**config.mk**
```make
export PLATFORM = sky130hd
export DESIGN_NAME = window_accum
export DESIGN_NICKNAME = d
export VERILOG_FILES = /design/src/rtl/window_accum.sv
export SDC_FILE = /design/constraint.sdc
export NUM_CORES = 1
export LEC_CHECK = 0
export CAP_MARGIN = 5
export CORE_MARGIN = 3
export CORE_UTILIZATION = 53
export CTS_BUF_LIST = sky130_fd_sc_hd__clkbuf_2 sky130_fd_sc_hd__clkbuf_4 sky130_fd_sc_hd__clkbuf_8
export DETAILED_ROUTE_END_ITERATION = 7
export GPL_TIMING_DRIVEN = 0
export PLACE_DENSITY_LB_ADDON = 0.08
export SYNTH_ARGS = -nofsm -noshare
export SYNTH_HDL_FRONTEND = slang
export SYNTH_SLANG_ARGS = --single-unit
```
**constraint.sdc**
```tcl
create_clock -name iClk -period 2.25 [get_ports iClk]
set_clock_uncertainty 0.1 [all_clocks]
set_input_delay 0.3375 -clock iClk [delete_from_list [all_inputs] [get_ports iClk]]
set_output_delay 0.3375 -clock iClk [all_outputs]
set_load 0.1 [all_outputs]
```
**src/rtl/window_accum.sv**
```systemverilog
// Sums each non-overlapping window of WINDOW signed samples into one widened result.
// Define WINACC_MEAN_EN to emit the window mean (floor) instead of the sum.
module window_accum #(
    parameter int unsigned WORDSIZE = 8,
    parameter int unsigned WINDOW   = 4,
    parameter int unsigned ACCW     = WORDSIZE + $clog2(WINDOW)
) (
    input  logic                      iClk,
    input  logic                      iRst,
    input  logic [WORDSIZE-1:0]       iData,
    input  logic                      iValid,
    output logic                      oReady,
    output logic [ACCW-1:0]           oData,
    output logic                      oValid,
    input  logic                      iReady,
    output logic [$clog2(WINDOW)-1:0] oCount
);

    localparam int unsigned CW = $clog2(WINDOW);
    localparam logic [CW-1:0] LastCount = CW'(WINDOW - 1);

    logic signed [ACCW-1:0] acc_q, acc_d;
    logic signed [ACCW-1:0] data_q, data_d;
    logic [CW-1:0]          count_q, count_d;
    logic                   valid_q, valid_d;

    logic signed [ACCW-1:0] sample_ext;
    logic signed [ACCW-1:0] sum;
    logic signed [ACCW-1:0] result;
    logic                   is_last;
    logic                   accept;
    logic                   fire;

    assign sample_ext = {{(ACCW - WORDSIZE){iData[WORDSIZE-1]}}, iData};
    assign sum        = acc_q + sample_ext;

`ifdef WINACC_MEAN_EN
    // Arithmetic shift keeps the sign, so the mean rounds toward -inf.
    assign result = sum >>> CW;
`else
    assign result = sum;
`endif

    assign is_last = (count_q == LastCount);
    // Only the closing sample stalls, and only while the held result is not draining.
    assign oReady  = !(is_last && valid_q && !iReady);
    assign accept  = iValid && oReady;
    assign fire    = accept && is_last;

    always_comb begin
        acc_d   = acc_q;
        data_d  = data_q;
        count_d = count_q;
        valid_d = valid_q;

        if (valid_q && iReady) begin
            valid_d = 1'b0;
        end

        if (accept) begin
            if (is_last) begin
                acc_d   = '0;
                count_d = '0;
                data_d  = result;
                valid_d = 1'b1;
            end else begin
                acc_d   = sum;
                count_d = count_q + CW'(1);
            end
        end
    end

    always_ff @(posedge iClk or posedge iRst) begin
        if (iRst) begin
            acc_q   <= '0;
            data_q  <= '0;
            count_q <= '0;
            valid_q <= 1'b0;
        end else begin
            acc_q   <= acc_d;
            data_q  <= data_d;
            count_q <= count_d;
            valid_q <= valid_d;
        end
    end

    assign oData  = data_q;
    assign oValid = valid_q;
    assign oCount = count_q;

    logic unused_fire;
    assign unused_fire = fire;

endmodule

```
==> summary.md, run 1 <==
| Metric | Value |
|---|---|
| Global route overflow | 0 |
| Number of diodes added for antenna fixing | 0 |
| Total count of hold-check failures in the final report | 0 |
| Die outline width | about 55 um |
| Final critical-path share of the clock period | 95.1% |
| Post-route worst hold slack | 334 ps |
| Busiest layer in global routing | met2 |
| Synth cell types | 34 |
| Aggregate global-route resource usage | 21.2% |
| Cell with the largest stage delay on the worst path | clkdlybuf4s50_1 |
| Avg Vias per Cell | just under 6 |
| Cell breakdown of the critical path | clkdlybuf4s50_1, ha_4, and3_1, nor2b_1, mux2i_1, nand4_1, a221o_1 |
| First-iteration detailed-routing DRC count | 17 |
| Synth Instances | 128 |
| Final std cell area, no fill | 1710 um^2 |
| Post-Route WL | slightly below 3000 um |
| Die ar. | around 3000 um^2 |
| Die span in y | about 55 um |
| Post-DP HPWL | 2110 um |
| First-pass GRT wire length | 5130 um |
| Slew at the pin with the worst max-slew slack | 972 ps |
| Critical Path End Type | flip-flop |
| Core area | roughly 2300 um^2 |
| Status | completed |
| Proportion of synthesized flip-flops having asynchronous set or reset | 100% |
| Vias in the first global route | roughly 1200 |
| #FFs+latches synth | 23 |
| Number of buffer and inverter stages on the critical path | 1 |
| Critical setup path kind | in2reg |
| Number of H-tree branching levels | 1 |
| Number of max-slew violations in the final report | 0 |
| Number of stages on the worst hold path | 3 |
| Mean Syn Cell Area | 10.1 um^2 |
| Peak per-stage delay on the critical path | ~540 ps |
| DRC Markers | 0 |
| Clk slew on worst S/H paths | 130 ps |
| Number of setup violations in the final report | 0 |
| TritonCTS clock tree | done |
| DP Cell Count | 181 |
| Post-layout net count | roughly 180 |
| # IOs | 26 |
| Largest fanout of any net on the critical path | 5 |
| Root Buffer | clkbuf_4 |
| Arrival time worst endpoint | 2250 ps |
| Number of buffers between clock root and the deepest sink | 2 |
| Total clock sinks | 23 |
| Via count of the routed design | roughly 1100 |
| Most frequent cells in the layout | nand2_1 (20), dfrtp_1 (20), dlygate4sd2_1 (13) |
| Largest delay share family, worst path | buffers and inverters |
| RD Place Congestion | 0.828 |
| Tightest slew margin relative to the limit | 35.5% |
| Number of enable flip-flop cells after synthesis | 0 |
| Max Freq | approximately 470 MHz |
| R2R cell count | 9 |
| Port Buffer Count | 25 |
| Post-synthesis net count | 151 |
| Post-route antenna net violation count | 0 |
| Sequential share of the synthesized area | about 45% |
| Ratio of cells with drive above 1 in the final layout | 18.9% |
| Wire per inst | 15.6 um |
| Post-Synthesis Cell Area | 1290 um^2 |
| Number of cells on the critical path | 7 |
| Accumulated negative setup slack | 0 ps |
| Max cap viols | 0 |
| DRT Pass-1 Iters | 5 |
| Met1 track demand over resource | 24.1% |
| Cts bufs inserted | 3 |
| Met2 demand-to-capacity share in global routing | 36.5% |
| Yosys Warn Count | 0 |
| RSZ-0062 raised after global routing | no |
| Non-filler cells, final | 187 |
| Fill cell instance count of the final layout | 186 |
| Startpoint class of the critical path | input pin |
| Layout overhead on the synthesized area | 32.7% |
| Initial antenna violation count | 0 |
| Post-place instance area | roughly 1600 um^2 |
| Required time at the worst-slack endpoint | 2360 ps |
| Worst hold-check path type | in2reg |
| Clk Latency, worst-skew pair | between 300 and 400 ps |
| GRT met3 Usage | 5.14% |
| Main synth FF type | dfrtp_1 |
| Minimum clock period | approximately 2100 ps |
| Number of core rows | 17 |
| Starting density of the core | around 57% |
| Pin count of the biggest net entering global routing | 24 |
[Yosys cell counts (2+ instances only)]
library cell,n,share of area [%]
nand2_1,21,6.1
nand3b_1,2,1.2
dfrtp_1,23,45
a21o_1,6,3.5
a21oi_1,2,0.78
buf_2,2,0.78
nand4_1,3,1.5
nor3_1,2,0.78
o21ai_1,8,3.1
o21ai_0,3,1.2
mux2i_1,2,1.6
nor2b_1,4,1.9
nor2_1,3,0.87
o21a_1,2,1.2
ha_1,10,9.7
inv_1,6,1.7
mux2_2,2,1.7
o31ai_1,7,4.1
xor2_1,3,2.0
xnor2_1,3,2.0
[metal layers]
| layer | routed length (um) | vias up |
|---|---|---|
| li1 | - | 522 |
| met1 | 1220 | 522 |
| met2 | 1510 | 32 |
| met3 | 118 | 9 |
| met4 | 72 | 0 |
| met5 | 0 | - |
[worst register-to-register path: stages (launching register included)]
cell	delay, ps
dfrtp_1	380
ha_2	180
inv_1	60
fa_2	390
nor2b_4	130
o21ai_2	80
a21boi_2	210
o21a_1	180
nor3_1	60
o31ai_1	250
[timing repair]
action	4_1_cts	5_1_grt
hold buffers	0	0
buffers inserted	1	1
endpoints found under the setup margin	17	7
resized for setup	19	12
pin swaps	2	9
[final timing paths]
| check | startpoint | endpoint | slack, ps |
|---|---|---|---|
| max | iData[7] | acc_q[9]$_DFFE_PP0P_ | 110 |
| max reg2reg | acc_q[0]$_DFFE_PP0P_ | acc_q[6]$_DFFE_PP0P_ | 130 |
| min | iData[0] | oData[0]$_DFFE_PP0P_ | 330 |
| min in group asynchronous | iRst | oData[0]$_DFFE_PP0P_ | 390 |
| max in group asynchronous | iRst | oCount[0]$_DFFE_PP0P_ | 1020 |
| min reg2reg | acc_q[2]$_DFFE_PP0P_ | acc_q[2]$_DFFE_PP0P_ | 400 |
[state kept, by name (all words and copies together), names as in the netlist]
register,flops
oData,10
oValid,1
acc_q,10
oCount,2
[cells by family (layout without fill, tap and decap cells)]
| group | after synthesis | count (layout) | synth area share, % |
|---|---|---|---|
| AO/OA/AOI/OAI | 34 | 34 | 18.4 |
| XOR/XNOR | 6 | 6 | 4.07 |
| adder cells (fa/ha/maj) | 11 | 11 | 11.2 |
| buffers and inverters | 9 | 40 | 2.81 |
| flip-flops | 23 | 23 | 44.6 |
| multiplexers | 5 | 5 | 4.17 |
| AND/OR/NAND/NOR | 40 | 40 | 14.7 |
[metrics by stage]
step	util, %	setup slack (ps)
2_1_floorplan	-	-526
3_3_place_gp	72.6	-360
3_5_place_dp	72.6	-389
4_1_cts	73.4	17.6
5_1_grt	76.0	14.2
6_report	76.0	110
[layout make-up]
type                            count  area (um^2)  area share, %
Timing Repair Buffer               27          249           14.5
Multi-Input combinational cell     96          762           44.5
Sequential cell                    23          584           34.1
Tap cell                           28         35.0           2.05
Clock buffer                        4         30.0           1.75
Inverter                            6         22.5           1.31
Buffer                              3         30.0           1.75
Power of run 1 is left out: the tool's default activity adds up to more than one toggle a clock period on the data nets, which glitch-free logic cannot reach.
==> inputs of run 2 (changes only) <==
--- a/config.mk
+++ b/config.mk
@@ -5,7 +5,7 @@
 export SDC_FILE = /design/constraint.sdc
 export NUM_CORES = 1
 export LEC_CHECK = 0
-export CAP_MARGIN = 5
+export CAP_MARGIN = 10
 export CORE_MARGIN = 3
 export CORE_UTILIZATION = 53
 export CTS_BUF_LIST = sky130_fd_sc_hd__clkbuf_2 sky130_fd_sc_hd__clkbuf_4 sky130_fd_sc_hd__clkbuf_8
==> results of run 2 <==
Same layout as run 1: the final DEF is identical, and so are final timing and power.
Power of run 2 is left out for the same reason.
